$ cat src/rtl/pc_sequencer.sv
// Fetch PC owner: sequences EX-resolved control-flow redirects into PC loads, wrong-path flushes and fetch stalls.
// Optional PC_SEQ_STATS_EN adds saturating ctrl_cnt / redirect_cnt statistics outputs.
module pc_sequencer #(
    parameter int                   DATA_SIZE    = 32,
    parameter logic [DATA_SIZE-1:0] RESET_PC     = '0,
    parameter int                   FLUSH_CYCLES = 2
) (
    input  logic                 clk,
    input  logic                 rst,
    input  logic                 ex_valid,
    input  logic                 ex_is_ctrl,
    input  logic [DATA_SIZE-1:0] ex_pc,
    input  logic [DATA_SIZE-1:0] pc_jump_address,
    input  logic                 hazard_stall,
    input  logic                 imem_ready,
    output logic [DATA_SIZE-1:0] pc,
    output logic [DATA_SIZE-1:0] pc_plus4,
    output logic                 redirect,
    output logic                 flush,
    output logic                 stall_if,
    output logic                 if_bubble
`ifdef PC_SEQ_STATS_EN
    ,
    output logic [31:0]          ctrl_cnt,
    output logic [31:0]          redirect_cnt
`endif
);

    typedef enum logic {RUN, FLUSH} state_t;

    localparam logic [DATA_SIZE-1:0] PC_STEP  = DATA_SIZE'(4);
    // The redirect cycle itself is the first flush cycle, so FLUSH lasts FLUSH_CYCLES-1 cycles.
    localparam logic [3:0]           CNT_INIT = (FLUSH_CYCLES > 1) ? 4'(FLUSH_CYCLES - 2) : 4'd0;

    state_t                 r_state;
    logic [3:0]             r_cnt;
    logic [DATA_SIZE-1:0]   r_pc;

    state_t                 w_next_state;
    logic [3:0]             w_next_cnt;
    logic [DATA_SIZE-1:0]   w_next_pc;
    logic [DATA_SIZE-1:0]   w_ex_plus4;
    logic [DATA_SIZE-1:0]   w_target;
    logic                   w_taken;

    assign w_ex_plus4 = ex_pc + PC_STEP;
    assign w_target   = {pc_jump_address[DATA_SIZE-1:2], 2'b00};
    assign w_taken    = ex_valid & ex_is_ctrl & (pc_jump_address != w_ex_plus4);
    assign pc         = r_pc;
    assign pc_plus4   = r_pc + PC_STEP;

    always_ff @(posedge clk) begin
        r_state <= w_next_state;
        r_cnt   <= w_next_cnt;
        r_pc    <= w_next_pc;
    end

    always_comb begin
        w_next_state = r_state;
        w_next_cnt   = r_cnt;
        w_next_pc    = r_pc;
        redirect     = 1'b0;
        flush        = 1'b0;
        stall_if     = 1'b0;
        if_bubble    = 1'b0;
        if (rst) begin
            w_next_state = RUN;
            w_next_cnt   = 4'd0;
            w_next_pc    = RESET_PC;
        end else begin
            case (r_state)
                RUN: begin
                    if (w_taken) begin
                        redirect  = 1'b1;
                        flush     = 1'b1;
                        w_next_pc = w_target;
                        if (FLUSH_CYCLES > 1) begin
                            w_next_state = FLUSH;
                            w_next_cnt   = CNT_INIT;
                        end
                    end else if (hazard_stall) begin
                        stall_if = 1'b1;
                    end else if (!imem_ready) begin
                        if_bubble = 1'b1;
                    end else begin
                        w_next_pc = r_pc + PC_STEP;
                    end
                end
                FLUSH: begin
                    // Wrong-path EX content and load-use stalls are irrelevant here.
                    flush = 1'b1;
                    if (imem_ready) begin
                        w_next_pc = r_pc + PC_STEP;
                    end else begin
                        if_bubble = 1'b1;
                    end
                    if (r_cnt == 4'd0) begin
                        w_next_state = RUN;
                    end else begin
                        w_next_cnt = r_cnt - 4'd1;
                    end
                end
                default: begin
                    w_next_state = RUN;
                    w_next_cnt   = 4'd0;
                end
            endcase
        end
    end

`ifdef PC_SEQ_STATS_EN
    logic [31:0] r_ctrl_cnt;
    logic [31:0] r_redirect_cnt;

    always_ff @(posedge clk) begin
        if (rst) begin
            r_ctrl_cnt     <= 32'd0;
            r_redirect_cnt <= 32'd0;
        end else begin
            if ((r_state == RUN) && ex_valid && ex_is_ctrl && (r_ctrl_cnt != 32'hFFFF_FFFF)) begin
                r_ctrl_cnt <= r_ctrl_cnt + 32'd1;
            end
            if (redirect && (r_redirect_cnt != 32'hFFFF_FFFF)) begin
                r_redirect_cnt <= r_redirect_cnt + 32'd1;
            end
        end
    end

    assign ctrl_cnt     = r_ctrl_cnt;
    assign redirect_cnt = r_redirect_cnt;
`endif

endmodule
$ cat config.mk
export PLATFORM = sky130hd
export DESIGN_NAME = pc_sequencer
export DESIGN_NICKNAME = d
export VERILOG_FILES = /design/src/rtl/pc_sequencer.sv
export SDC_FILE = /design/constraint.sdc
export NUM_CORES = 1
export LEC_CHECK = 0
export CAP_MARGIN = 20
export CORE_UTILIZATION = 45
export DETAILED_ROUTE_END_ITERATION = 10
export PLACE_DENSITY = 0.83
export SLEW_MARGIN = 15
export SYNTH_ARGS = -nofsm -noshare
export SYNTH_HDL_FRONTEND = slang
export SYNTH_SLANG_ARGS = --single-unit
$ cat constraint.sdc
create_clock -name clk -period 6.3 [get_ports clk]
set_clock_uncertainty 0.1 [all_clocks]
set_input_delay 1.575 -clock clk [delete_from_list [all_inputs] [get_ports clk]]
set_output_delay 1.575 -clock clk [all_outputs]
set_load 0.1 [all_outputs]
==> out/results.ini, run 1 <==
[synth]
syn_area_um2 = 3610
synth-seq-cells = 35
async_flop_share_pct = 0
ys_top_cells_by_area = dfxtp_1 (19%), xnor2_1 (9.0%), mux2i_1 (7.8%), xor2_1 (7.5%), nor2_1 (5.9%)
yosysTopAreaCellShare_pct = 19.4
synthFlopType = dfxtp_1
syn_avg_cell_area_um2 = 7.33
synthCells = 493
seq_area_frac_synth_pct = 19.4
synth_edf_count = 0
ys_types = 56
synth_warnings = 0
synth.largest_area_cell = dfxtp_1

[timing]
maxSlewHeadroom_pct = 31.1
tightest_slew_ps = 1030
layout_min_cycle_time_ps = 6250
hold_violations = 0
max_freq_mhz = 160
slew_violations = 0
min_period_over_period_pct = 99.2
rsz0062_at_grt = false
setup_viol = 0

[outcome]
status = finished, final reports clean

[clock_network]
clkTransAtPathRegs_ps = 80
hold_buffers = 0
cts_max_level = 2
root_buffer = clkbuf_8
clock_sinks = 35
cts_buffer_depth = 2
cts_made_buffers = 5
clk_latency_ps = 300
cts_tree = built

[pwr]
vdd_ir_drop_max_uv = 81.0
p_leak_nw = 2.19
p_per_area_nw_per_um2 = 164
power_mw = 0.904

[global_routing]
grt_max_degree = 40
grt_use_total_pct = 31.4
overflow = 0
grt_pass1_vias = 4431
grt_pass1_wl_um = 21200
antenna_found_initial = 0

[critical_path]
crit_type = in -> out
timing.critical_path.buf_inv = 4
cp_max_fo = 5
critPathLaunchType = primary input
required_ps = 4620
crit_top_cell = nor4_1
arrival_ps = 4570
cp-end-kind = output pin
crit_chain = clkdlybuf4s50_1 -> buf_4 -> inv_1 -> nor4_1 -> xnor2_1 -> nor4_1 -> nand4_1 -> or4_4 -> o21ai_4 -> a21oi_2 -> nor3_4 -> buf_12
cpMaxStageDelayCell = or4_4
slowest_delay_ps = 590
critPathTopFamily = simple AND/OR/NAND/NOR gates

[placement]
place.gp.congestion = 0.960
port_buffers = 133
dp_hpwl_um = 10200

[cells_and_area]
final_cell_mix = clkdlybuf4s50_1 (112), nor2_1 (55), buf_4 (49)
num_antenna_cells = 0
final_util_pct = 71.0
drive_above_1_share_pct = 14.2
nNetsFinal = 729
final_common_cell = clkdlybuf4s50_1
num-fill-cells = 609
areaGrowthSynthToFinish_pct = 52.6

[die]
num_rows = 32
die_h_um = 91.6
io-pin-count = 138
dieArea_um2 = 8400
core-area_um2 = 7770
start_util_pct = 46.5
fp.dieW_um = 91.6

[routing]
wire_per_inst_um = 17.3
vias = 4529
drc = 0
drtAntennaViolNets = 0
drt_iter0_drc = 479
via_per_inst = 5.97
drt_wl_total_um = 13100
dr.pass1.iters = 5

[job]
drv_cap = 0

[worst_hold_path]
min_path_type = reg -> reg

[per-layer routing]
metal | global-route usage [%] | part of all wire (%)
met1 | 38.5 | 39
met5 | 0 | 0
met3 | 4.56 | 8.6
met4 | 13.0 | 3.1
met2 | 54.6 | 49
[stage by stage]
step / hold slack (ps) / setup TNS [ps] / area, um^2 / std cells / setup WS, ps
after detailed placement: 378 / -1180 / 5310 / 748 / -389
after CTS: 389 / 0 / 5490 / 757 / 0.674
after floorplan: 357 / -171 / 3640 / 496 / -171
final: 388 / 0 / 5520 / 759 / 53.3
after global routing: 416 / 0 / 5520 / 759 / 3.69
after global placement: 372 / -663 / 5310 / 748 / -253
[kinds of logic (layout without fill, tap and decap cells)]
kind of cell	count (synthesis)	in the layout	synth area share (%)
compound gates	89	89	16.2
xor+xnor	68	68	16.5
fa+ha+maj	3	3	1.04
buf+inv	39	200	5.43
flops	35	35	19.4
mux	32	32	9.00
other cells	1	4	0.104
simple gates	226	226	32.3
[power by group]
part           internal [mW]  switching, mW  leakage [nW]  total (mW)
Clock                  0.158         0.0916        0.0644       0.250
Sequential             0.231         0.0180         0.285       0.249
Combinational          0.138          0.268          1.84       0.406
Total                  0.526          0.378          2.19       0.904
[cells in the mapped netlist (all sizes together), types with 4 or more instances]
master / n
nor4: 8
clkbuf: 15
inv: 12
a21oi: 13
or3: 4
o22ai: 23
and3: 12
nand3: 37
mux2: 4
xor2: 31
nand2: 38
o21ai: 24
mux2i: 28
nor2: 57
dfxtp: 35
o31ai: 4
buf: 12
nor3: 18
nor3b: 7
and2: 8
xnor2: 37
nand4: 19
[area by class of cell]
class | count | area (um^2) | area share (%)
Sequential cell | 35 | 701 | 12.7
Timing Repair Buffer | 180 | 1710 | 31.0
Multi-Input combinational cell | 422 | 2800 | 50.7
Clock buffer | 5 | 68.8 | 1.25
Inverter | 12 | 45.0 | 0.817
Tap cell | 102 | 128 | 2.31
Clock inverter | 3 | 67.6 | 1.23
[flip-flops by register name (all words and copies together) (netlist names)]
| name | cells |
|---|---|
| r_cnt | 4 |
| pc | 30 |
| r_state | 1 |
[worst register-to-register path, cell delays in order, from the launching register on]
cell,delay (ps)
dfxtp_1,460
ha_1,330
nand3_1,200
nor2_1,410
and4_1,420
and3_1,280
nand2_1,140
nor3_1,220
mux2i_1,110
o22ai_1,160
[final timing paths]
path                   from         to  slack (ps)  depth (start not counted)
setup reg to reg      pc[2]     pc[28]        3390                          9
setup / recovery  ex_pc[10]  if_bubble          50                         12
hold reg to reg    r_cnt[2]   r_cnt[2]         390                          2
hold / removal     r_cnt[2]   r_cnt[2]         390                          2
[timing repair]
action | CTS | global route
setup endpoints to repair | 4 | 4
pin swaps | 15 | 10
gates resized for setup | 27 | 4
endpoints found under the hold margin | 0 | 0
setup buffers | 1 | 3
Power figures use the tool's default switching activity.
==> run 2: changes to the inputs <==
--- a/config.mk
+++ b/config.mk
@@ -5,6 +5,7 @@
 export SDC_FILE = /design/constraint.sdc
 export NUM_CORES = 1
 export LEC_CHECK = 0
+export ABC_CLOCK_PERIOD_IN_PS = 6300
 export CAP_MARGIN = 20
 export CORE_UTILIZATION = 45
 export DETAILED_ROUTE_END_ITERATION = 10
==> results of run 2 <==
The final DEF is identical to that of run 1; final timing and power are the same.
